--- src/rtl/adder_arbiter_if.sv ---
// Bundle of request, shared-adder and response signals for adder_arbiter.
// The slave modport is the arbiter's view; master is the surrounding
// environment (requesters, shared adder and result consumer).
interface adder_arbiter_if #(
  parameter int NREQ        = 4,
  parameter int PIPE_STAGES = 2,
  parameter int EXP_W       = 8,
  parameter int MANT_W      = 16,
  parameter int IDW         = $clog2(NREQ)
);
  localparam int OPW  = EXP_W + MANT_W;
  localparam int SUMW = MANT_W + 1;
  localparam int INFW = $clog2(PIPE_STAGES + 1) + 1;

  // Requester side
  logic [NREQ-1:0]           req_valid;
  logic [NREQ-1:0]           req_ready;
  logic [NREQ-1:0][OPW-1:0]  req_in1;
  logic [NREQ-1:0][OPW-1:0]  req_in2;

  // Shared adder side
  logic [OPW-1:0]            add_in1;
  logic [OPW-1:0]            add_in2;
  logic [EXP_W-1:0]          add_sumExp;
  logic [SUMW-1:0]           add_sumMant;

  // Response side
  logic                      resp_valid;
  logic                      resp_ready;
  logic [IDW-1:0]            resp_id;
  logic [EXP_W-1:0]          resp_exp;
  logic [SUMW-1:0]           resp_mant;
  logic [INFW-1:0]           inflight;

  modport slave (
    input  req_valid, req_in1, req_in2, add_sumExp, add_sumMant, resp_ready,
    output req_ready, add_in1, add_in2, resp_valid, resp_id, resp_exp,
           resp_mant, inflight
  );

  modport master (
    output req_valid, req_in1, req_in2, add_sumExp, add_sumMant, resp_ready,
    input  req_ready, add_in1, add_in2, resp_valid, resp_id, resp_exp,
           resp_mant, inflight
  );
endinterface

--- src/rtl/adder_arbiter.sv ---
// adder_arbiter: round-robin time-sharing of one combinational adder among
// NREQ requesters. The winning requester's operands drive the adder in the
// same cycle; the sum and the requester tag then travel through a
// PIPE_STAGES-deep pipeline that stalls as a whole when the response port
// is blocked.
//
// Operand format: {exponent[EXP_W-1:0], signed mantissa[MANT_W-1:0]}.
// The sum mantissa is one bit wider and is passed through untouched.
module adder_arbiter #(
  parameter int NREQ        = 4,
  parameter int PIPE_STAGES = 2,
  parameter int EXP_W       = 8,
  parameter int MANT_W      = 16,
  parameter int IDW         = $clog2(NREQ)
) (
  input logic             clk,
  input logic             rst_n,
  adder_arbiter_if.slave  bus
);
  localparam int OPW  = EXP_W + MANT_W;
  localparam int SUMW = MANT_W + 1;
  localparam int INFW = $clog2(PIPE_STAGES + 1) + 1;

  // (base + off) mod NREQ for off in 1..NREQ; base is always < NREQ.
  function automatic logic [IDW-1:0] f_wrap(input logic [IDW-1:0] base,
                                            input int off);
    int s;
    s = int'(base) + off;
    return (s >= NREQ) ? IDW'(s - NREQ) : IDW'(s);
  endfunction

  // Number of set stage-valid bits.
  function automatic logic [INFW-1:0] f_popcount(input logic [PIPE_STAGES-1:0] v);
    logic [INFW-1:0] c;
    c = {INFW{1'b0}};
    for (int i = 0; i < PIPE_STAGES; i++) begin
      c = c + INFW'(v[i]);
    end
    return c;
  endfunction

  // Pipeline state
  logic [PIPE_STAGES-1:0] r_v;
  logic [IDW-1:0]         r_id   [PIPE_STAGES];
  logic [EXP_W-1:0]       r_exp  [PIPE_STAGES];
  logic [SUMW-1:0]        r_mant [PIPE_STAGES];

  // Round-robin pointer: last accepted requester
  logic [IDW-1:0]         r_ptr;

  logic                   w_adv;
  logic                   w_gnt_found;
  logic [IDW-1:0]         w_gnt_idx;
  logic                   w_accept;
  logic [NREQ-1:0]        w_req_ready;
  logic [OPW-1:0]         w_add_in1;
  logic [OPW-1:0]         w_add_in2;

  // The whole pipe moves only when the last stage is empty or being drained.
  assign w_adv    = !r_v[PIPE_STAGES-1] || bus.resp_ready;
  assign w_accept = w_gnt_found && w_adv;

  // Round-robin search starting just after the last winner, wrapping once.
  always_comb begin
    w_gnt_found = 1'b0;
    w_gnt_idx   = {IDW{1'b0}};
    for (int i = 1; i <= NREQ; i++) begin
      if (!w_gnt_found && bus.req_valid[f_wrap(r_ptr, i)]) begin
        w_gnt_found = 1'b1;
        w_gnt_idx   = f_wrap(r_ptr, i);
      end else begin
        w_gnt_found = w_gnt_found;
      end
    end
  end

  // Ready goes to the winner only, and only when the pipe can take a value;
  // the winner's operands are steered to the shared adder.
  always_comb begin
    w_req_ready = {NREQ{1'b0}};
    w_add_in1   = {OPW{1'b0}};
    w_add_in2   = {OPW{1'b0}};
    if (w_gnt_found) begin
      w_req_ready[w_gnt_idx] = w_adv;
      w_add_in1              = bus.req_in1[w_gnt_idx];
      w_add_in2              = bus.req_in2[w_gnt_idx];
    end else begin
      w_req_ready = {NREQ{1'b0}};
    end
  end

  // Result pipeline: stage 0 samples the adder on accept, later stages shift;
  // everything holds while the response port is blocked.
  always_ff @(posedge clk or negedge rst_n) begin
    if (!rst_n) begin
      r_v <= {PIPE_STAGES{1'b0}};
      for (int k = 0; k < PIPE_STAGES; k++) begin
        r_id[k]   <= {IDW{1'b0}};
        r_exp[k]  <= {EXP_W{1'b0}};
        r_mant[k] <= {SUMW{1'b0}};
      end
    end else if (w_adv) begin
      r_v[0] <= w_accept;
      if (w_accept) begin
        r_id[0]   <= w_gnt_idx;
        r_exp[0]  <= bus.add_sumExp;
        r_mant[0] <= bus.add_sumMant;
      end
      for (int k = 1; k < PIPE_STAGES; k++) begin
        r_v[k]    <= r_v[k-1];
        r_id[k]   <= r_id[k-1];
        r_exp[k]  <= r_exp[k-1];
        r_mant[k] <= r_mant[k-1];
      end
    end
  end

  // Pointer starts at NREQ-1 so requester 0 wins first; moves only on accept.
  always_ff @(posedge clk or negedge rst_n) begin
    if (!rst_n) begin
      r_ptr <= IDW'(NREQ - 1);
    end else if (w_accept) begin
      r_ptr <= w_gnt_idx;
    end
  end

  assign bus.req_ready  = w_req_ready;
  assign bus.add_in1    = w_add_in1;
  assign bus.add_in2    = w_add_in2;
  assign bus.resp_valid = r_v[PIPE_STAGES-1];
  assign bus.resp_id    = r_id[PIPE_STAGES-1];
  assign bus.resp_exp   = r_exp[PIPE_STAGES-1];
  assign bus.resp_mant  = r_mant[PIPE_STAGES-1];
  assign bus.inflight   = f_popcount(r_v);

endmodule

--- src/flat_wrapper.sv ---
// flat-port wrapper written by rule: the top's interface ports become plain ports
module adder_arbiter_flat 
#(
  parameter int NREQ        = 4,
  parameter int PIPE_STAGES = 2,
  parameter int EXP_W       = 8,
  parameter int MANT_W      = 16,
  parameter int IDW         = $clog2(NREQ)
)
  (clk, rst_n, bus_req_valid, bus_req_in1, bus_req_in2, bus_add_sumExp, bus_add_sumMant, bus_resp_ready, bus_req_ready, bus_add_in1, bus_add_in2, bus_resp_valid, bus_resp_id, bus_resp_exp, bus_resp_mant, bus_inflight);
  adder_arbiter_if #(.NREQ(NREQ), .PIPE_STAGES(PIPE_STAGES), .EXP_W(EXP_W), .MANT_W(MANT_W), .IDW(IDW)) bus_i ();
  input logic clk;
  input logic rst_n;
  input wire logic [$bits(bus_i.req_valid)-1:0] bus_req_valid;
  input wire logic [$bits(bus_i.req_in1)-1:0] bus_req_in1;
  input wire logic [$bits(bus_i.req_in2)-1:0] bus_req_in2;
  input wire logic [$bits(bus_i.add_sumExp)-1:0] bus_add_sumExp;
  input wire logic [$bits(bus_i.add_sumMant)-1:0] bus_add_sumMant;
  input wire logic [$bits(bus_i.resp_ready)-1:0] bus_resp_ready;
  output wire logic [$bits(bus_i.req_ready)-1:0] bus_req_ready;
  output wire logic [$bits(bus_i.add_in1)-1:0] bus_add_in1;
  output wire logic [$bits(bus_i.add_in2)-1:0] bus_add_in2;
  output wire logic [$bits(bus_i.resp_valid)-1:0] bus_resp_valid;
  output wire logic [$bits(bus_i.resp_id)-1:0] bus_resp_id;
  output wire logic [$bits(bus_i.resp_exp)-1:0] bus_resp_exp;
  output wire logic [$bits(bus_i.resp_mant)-1:0] bus_resp_mant;
  output wire logic [$bits(bus_i.inflight)-1:0] bus_inflight;
  assign bus_i.req_valid = bus_req_valid;
  assign bus_i.req_in1 = bus_req_in1;
  assign bus_i.req_in2 = bus_req_in2;
  assign bus_i.add_sumExp = bus_add_sumExp;
  assign bus_i.add_sumMant = bus_add_sumMant;
  assign bus_i.resp_ready = bus_resp_ready;
  assign bus_req_ready = bus_i.req_ready;
  assign bus_add_in1 = bus_i.add_in1;
  assign bus_add_in2 = bus_i.add_in2;
  assign bus_resp_valid = bus_i.resp_valid;
  assign bus_resp_id = bus_i.resp_id;
  assign bus_resp_exp = bus_i.resp_exp;
  assign bus_resp_mant = bus_i.resp_mant;
  assign bus_inflight = bus_i.inflight;
  adder_arbiter #(.NREQ(NREQ), .PIPE_STAGES(PIPE_STAGES), .EXP_W(EXP_W), .MANT_W(MANT_W), .IDW(IDW)) u_core (.clk(clk), .rst_n(rst_n), .bus(bus_i));
endmodule
--- config.mk ---
export PLATFORM = sky130hd
export DESIGN_NAME = adder_arbiter_flat
export DESIGN_NICKNAME = d
export VERILOG_FILES = /design/src/rtl/adder_arbiter_if.sv /design/src/rtl/adder_arbiter.sv /design/src/flat_wrapper.sv
export SDC_FILE = /design/constraint.sdc
export NUM_CORES = 1
export LEC_CHECK = 0
export ABC_AREA = 0
export CAP_MARGIN = 20
export CORE_AREA = 2 2 118 120
export CTS_CLUSTER_SIZE = 8
export DETAILED_ROUTE_END_ITERATION = 10
export DIE_AREA = 0 0 120 122
export HOLD_SLACK_MARGIN = 0.08
export PLACE_DENSITY = 0.73
export SLEW_MARGIN = 20
export SYNTH_ARGS = -nofsm -noshare
export SYNTH_HDL_FRONTEND = slang
export SYNTH_SLANG_ARGS = --single-unit
--- constraint.sdc ---
create_clock -name clk -period 2.7 [get_ports clk]
set_input_delay 0.54 -clock clk [delete_from_list [all_inputs] [get_ports clk]]
set_output_delay 0.54 -clock clk [all_outputs]
set_load 0.05 [all_outputs]
# Word level (Yosys, flattened, before mapping)
# Cells that the tools add are included.
[word_totals]
register_bits = 58
in_bits = 224
output_inout_bits = 83
wordCells = 68
[classes]
addsub = 9
magnitude_cmp = 10
muxes = 29
bitwise = 1
n_reduce_logical = 11
[ops]
columns = ["operator", "count"]
rows = [
  ["binary-select mux 24 bit (select 2 bit)", 2],
  ["2-to-1 mux 24 bit", 4],
  ["2-to-1 mux 2 bit", 8],
  ["less-than comparator 2 x 3 -> 1 bit, second input constant", 5],
  [">= comparator 3 bit, second input constant", 3],
  ["2-to-1 mux 1 bit", 9],
  ["binary-select mux 1 bit (select 2 bit)", 4],
  ["subtractor 2 x 1 -> 2 bit, second input constant", 4],
  ["adder 2 x 2 -> 3 bit, second input constant", 2],
  ["logical AND 1 bit", 5],
  ["adder 2 x 3 -> 4 bit, second input constant", 1],
  ["AND 4 bit", 1],
  [">= comparator 4 x 3 -> 1 bit, second input constant", 1],
  ["zero test 1 bit", 4],
  ["2-to-1 mux 4 bit", 1],
  ["adder 2 x 1 -> 3 bit, second input constant", 1],
  ["adder 1 x 1 -> 2 bit", 1],
  ["demux 1 bit (select 2 bit)", 1],
  [">= comparator 2 x 1 -> 1 bit, second input constant", 1],
  ["AND reduction 2 bit", 1],
  ["logical OR 1 bit", 1],
]

# Logic depth before layout (Yosys ltp)
# Gate-level depths: netlist of run 1.
[depth]
ltp_word = 21
depth_mapped = 7
ltp_nobuf = 5

# Worst setup path after synthesis of run 1
# No wires, ideal clock.
[synth_timing]
path_kind = "input port to output port"
startpoint = "in bus_req_valid[0]"
endpoint = "out bus_req_ready[3]"
t_arrival_ps = 2480
required_time_ps = 2160
slack_ps = -320
cell_stages = 6
n_path_buf = 2
path_cell_list = "o21ai_0 o21ai_0 a211o_1 clkbuf_1 clkbuf_1 nor3_1"
[synth_between]
elab_chain_len = 18
word_cells_on_any_way = 29
classes_between = "order compare: 2; mux: 19; bitwise: 1; reduce/logical: 7"
[synth_lines]
columns = ["element", "line", "source"]
rows = [
  ["start, declared", "flat_wrapper.sv:14", "input wire logic [$bits(bus_i.req_valid)-1:0] bus_req_valid;"],
  ["binary-select mux 1 bit (select 2 bit)", "adder_arbiter.sv:68", "if (!w_gnt_found && bus.req_valid[f_wrap(r_ptr, i)]) begin"],
  ["2-to-1 mux 1 bit (not written as such)", "adder_arbiter.sv:68", ""],
  ["2-to-1 mux 1 bit", "adder_arbiter.sv:68", ""],
  ["zero test 1 bit", "adder_arbiter.sv:68", ""],
  ["logical AND 1 bit", "adder_arbiter.sv:68", ""],
  ["2-to-1 mux 1 bit", "adder_arbiter.sv:68", ""],
  ["zero test 1 bit", "adder_arbiter.sv:68", ""],
  ["logical AND 1 bit", "adder_arbiter.sv:68", ""],
  ["[... 2 more ...]", "--", ""],
  ["logical AND 1 bit", "adder_arbiter.sv:68", ""],
  ["2-to-1 mux 2 bit", "adder_arbiter.sv:68", ""],
  ["less-than comparator 2 x 3 -> 1 bit (not written as such) / >= comparator 2 x 1 -> 1 bit (equally long branches)", "adder_arbiter.sv:84", "w_req_ready[w_gnt_idx] = w_adv;"],
  ["logical AND 1 bit (not written as such)", "adder_arbiter.sv:84", ""],
  ["2-to-1 mux 1 bit (not written as such)", "adder_arbiter.sv:84", ""],
  ["demux 1 bit (select 2 bit)", "--", ""],
  ["AND 4 bit (no source line)", "--", ""],
  ["2-to-1 mux 4 bit (*)", "adder_arbiter.sv:83", "if (w_gnt_found) begin"],
  ["end, declared", "flat_wrapper.sv:20", "output wire logic [$bits(bus_i.req_ready)-1:0] bus_req_ready;"],
]
# Mark *: on every way between the ends. The rest lies on a longest branch, timed or not. The select of a mux whose other input is x is not followed.

# Final worst setup path of run 1
[layout_timing]
startpoint = "reg u_core.r_ptr[1]"
endpoint = "out bus_add_in2[8]"
[layout_between]
elab_chain_len = 18
word_cells_on_any_way = 41
classes_between = "add/sub: 8; order compare: 4; mux: 23; reduce/logical: 6"
[layout_lines]
columns = ["element", "line", "source"]
rows = [
  ["start, declared", "adder_arbiter.sv:49", "logic [IDW-1:0] r_ptr;"],
  ["start signal, assigned", "adder_arbiter.sv:121", "r_ptr <= IDW'(NREQ - 1);"],
  ["start signal, assigned", "adder_arbiter.sv:123", "r_ptr <= w_gnt_idx;"],
  ["adder 2 x 1 -> 3 bit", "adder_arbiter.sv:28", "s = int'(base) + off;"],
  [">= comparator 3 bit / subtractor 2 x 1 -> 2 bit (equally long branches)", "adder_arbiter.sv:29", "return (s >= NREQ) ? IDW'(s - NREQ) : IDW'(s);"],
  ["2-to-1 mux 2 bit", "adder_arbiter.sv:29", ""],
  ["binary-select mux 1 bit (select 2 bit)", "adder_arbiter.sv:68", ""],
  ["2-to-1 mux 1 bit (not written as such)", "adder_arbiter.sv:68", ""],
  ["2-to-1 mux 1 bit", "adder_arbiter.sv:68", ""],
  ["zero test 1 bit", "adder_arbiter.sv:68", ""],
  ["logical AND 1 bit", "adder_arbiter.sv:68", ""],
  ["[... 2 more ...]", "--", ""],
  ["logical AND 1 bit", "adder_arbiter.sv:68", ""],
  ["2-to-1 mux 1 bit", "adder_arbiter.sv:68", ""],
  ["zero test 1 bit", "adder_arbiter.sv:68", ""],
  ["logical AND 1 bit", "adder_arbiter.sv:68", ""],
  ["2-to-1 mux 2 bit", "adder_arbiter.sv:68", ""],
  ["binary-select mux 24 bit (select 2 bit)", "adder_arbiter.sv:86", "w_add_in2 = bus.req_in2[w_gnt_idx];"],
  ["2-to-1 mux 24 bit (not written as such)", "adder_arbiter.sv:86", ""],
  ["2-to-1 mux 24 bit (*)", "adder_arbiter.sv:83", ""],
  ["end, declared", "flat_wrapper.sv:22", "output wire logic [$bits(bus_i.add_in2)-1:0] bus_add_in2;"],
]
# Marked as above.

==> summary.md, run 1 <==
| Metric | Value |
|---|---|
| Status | `finished, violations left` |
| Failing checks | `negative setup slack` |
| Post-synthesis cell area | `3930 um2` |
| Area Overhead vs Synth | `124%` |
| Syn_nets | `626` |
| Fin. Hold Viols | `0` |
| FFs w/ async S/R, synth | `100%` |
| Die Span Y | `122 um` |
| Pre-CTS setup slack | `-377 ps` |
| Worst-margin pin slew | `602 ps` |
| Cell type with the largest total area after synthesis | `dfrtp_1` |
| Wl on met1 | `6.17 mm` |
| Synth area leaders | `dfrtp_1, mux2i_1, mux2_2` |
| Worst EP arrival | `2280 ps` |
| Non-filler cells, final | `884` |
| Gp weighted congestion | `0.770` |
| Row count | `43` |
| Fin crit share | `104%` |
| Vias after detailed routing | `4229` |
| Most common cell on crit path | `buf_12` |
| Most used DFF post-synth | `dfrtp_1` |
| Final Max Tran Viols | `0` |
| Startpoint Class | `register` |
| Post-synthesis area per instance | `9.80 um2` |
| PortBufs | `305` |
| Synth top area share | `35.7%` |
| Die area | `14600 um2` |
| Layout cells sized above 1 | `35.1%` |
| First-pass GRT wire length | `23.9 mm` |
| Antenna-violating nets left | `0` |
| Post-layout minimum cycle time | `2820 ps` |
| Drc violations | `0` |
| Top sig layer | `met4` |
| Worst setup slack after layout | `-119 ps` |
| Crit Path Class | `register to output port` |
| Synth warnings | `0` |
| Antenna violations before repair | `0` |
| Leakage power | `3.76 nW` |
| Synth Instances | `401` |
| Req. time, crit path | `2160 ps` |
| Placed insts | `854` |
| Met3 wire length | `1.05 mm` |
| Die W | `120 um` |
| Met2 WL | `9.03 mm` |
| Hold Crit Class | `input port to asynchronous set/reset pin` |
| Iteration count of the initial detailed-routing pass | `4` |
| Max incr delay on CP | `540 ps` |
| RSZ-0062 raised after global routing | `yes` |
| Critical R2R Launch | `u_core.r_ptr[1]$_DFFE_PN1P_` |
| Hold WS | `235 ps` |
| DR vias/cell | `4.78` |
| Worst VDD drop | `0.437 mV` |
| CTS tree | `built` |
| Worst-path clk slew | `50 ps` |
| # H-tree levels | `3` |
| Max Fclk | `355 MHz` |
| Crit-path max FO | `6` |
| Critical-path top delay cell | `dfstp_2` |
| HPWL after detailed placement | `12.2 mm` |
| Core Box Area | `13500 um2` |
| Worst slew margin | `59.9%` |
| EDFF count, synth | `0` |
| Endpoint class of the critical path | `output port` |
| CP cell instances | `nand2_1 -> a21oi_2 -> o221a_4 -> buf_6 -> buf_12 -> mux2i_1 -> o22ai_2 -> buf_12` |
| All-Layer GR Usage | `20.8%` |
| Top-Level Pins | `307` |
| Wirelength, routed | `16.4 mm` |
| Wire per inst | `18.6 um` |
| Clk_lat worst skew | `310 ps` |
| GRT overflow | `0` |
| Cell variety after synth | `31` |
| TritonCTS Sinks | `58` |
| Commonest non-fill, non-tap cell in the layout | `clkdlybuf4s50_1` |
| Nets | `924` |
| Pwr/cell area | `750 nW/um2` |
| Diode count | `0` |
| Number of CTS-inserted buffers | `9` |
| Hold-fix buffers at CTS | `0` |
| Area of the multi-input gates | `2760 um2` |
| Vias in the first global route | `4501` |
| Seq/Total Area, Yosys | `37.0%` |
| Storage cell area | `1450 um2` |
| Layout fillers | `1047` |
| Initial DRC Count | `174` |
| Worst clock skew | `5.54 ps` |
| Setup violators final | `45` |
| Starting Density | `29.1%` |
| Max cap viols | `0` |
| Largest net degree at the start of global routing | `34` |
| CTS root buf | `clkbuf_16` |
| Longest Clk Path Bufs | `2` |
| Synthesis-stage register bit count | `58` |
| Most frequent cells in the layout | `clkdlybuf4s50_1, nand2_1, buf_12` |
| CP Launch Point | `u_core.r_ptr[1]$_DFFE_PN1P_` |
==> state kept, by name, summed over array words and instances, names as in the netlist <==
signal / flops
u_core.bus.resp_mant: 17
u_core.r_mant: 17
u_core.bus.resp_exp: 8
u_core.r_exp: 8
u_core.bus.resp_id: 2
u_core.r_id: 2
u_core.r_ptr: 2
u_core.r_v: 2
==> metal layers <==
metal / GRT usage (%) / up-vias
li1: - / 2012
met1: 24.6 / 2007
met2: 38.1 / 194
met3: 4.78 / 16
met4: 5.22 / 0
met5: 0 / -
==> cells in the mapped netlist, types with 4 or more instances <==
cell / n
clkbuf_1: 15
buf_6: 9
nand2_1: 78
a21oi_1: 4
mux2i_1: 97
buf_4: 28
o22ai_1: 48
buf_2: 7
nor2_1: 6
mux2_2: 27
dfrtp_1: 56
==> final timing paths <==
kind / end / slack [ps] / cells past startpoint
setup / recovery: bus_add_in2[8] / -120 / 8
hold / removal: u_core.bus.resp_exp[7]$_DFFE_PN0N_ / 240 / 1
setup reg to reg: u_core.r_id[3]$_DFFE_PN0P_ / 960 / 9
hold reg to reg: u_core.r_exp[13]$_DFFE_PN0P_ / 470 / 2
max in group asynchronous: u_core.r_ptr[0]$_DFFE_PN1P_ / 1770 / 2
min in group clk: u_core.r_exp[13]$_DFFE_PN0P_ / 470 / 2
==> timing repair <==
action,CTS,global route
gates resized for setup,53,58
pin swaps,12,11
endpoints found under the setup margin,52,52
gates cloned,5,3
buffers inserted,7,3
==> cell type report <==
cell class,count,share of cell area (%)
multi-input cells,283,31.4
clock inverters,5,0.598
clock buffers,11,2.88
well taps,180,2.56
inverters,2,0.0855
flip-flops and latches,58,16.6
repair buffers,345,45.9
==> worst max-delay path, delay by kind of cell, from the launching register on <==
kind	cells	cell delay [ps]
muxes	1	230
AOI/OAI and AO/OA	3	670
buffers and inverters	3	440
DFF	1	540
and+or+nand+nor	1	70
==> metrics by stage <==
step / utilization [%] / instance area, um2 / TNS, ps / total power [mW]
2_1_floorplan: - / 4120 / -1370 / 3.28
3_3_place_gp: 57.5 / 7770 / -13550 / 4.95
3_5_place_dp: 57.5 / 7770 / -14010 / 4.99
4_1_cts: 63.0 / 8500 / -5590 / 6.45
5_1_grt: 65.0 / 8780 / -7120 / 6.82
6_report: 65.0 / 8780 / -2990 / 6.58
==> power by group <==
group	leakage, nW	internal [mW]	switching [mW]
clock network	0.151	0.757	0.355
logic	2.91	2.15	2.25
registers	0.694	1.00	0.0705
==> logic make-up after synthesis <==
kind of cell	Yosys count	share of synthesized area, %
compound gates	61	9.90
buf+inv	61	10.4
mux	124	32.5
other cells	1	0.0954
fa+ha+maj	1	0.318
flops	58	37.0
simple gates	95	9.78
(Power assumes the default switching activity.)
==> run 2: changes to the inputs <==
--- a/config.mk
+++ b/config.mk
@@ -11,6 +11,7 @@
 export CTS_CLUSTER_SIZE = 8
 export DETAILED_ROUTE_END_ITERATION = 10
 export DIE_AREA = 0 0 120 122
+export GPL_ROUTABILITY_DRIVEN = 0
 export HOLD_SLACK_MARGIN = 0.08
 export PLACE_DENSITY = 0.73
 export SLEW_MARGIN = 20
==> results of run 2 <==
No change in the layout: final DEF, timing and power equal those of run 1.
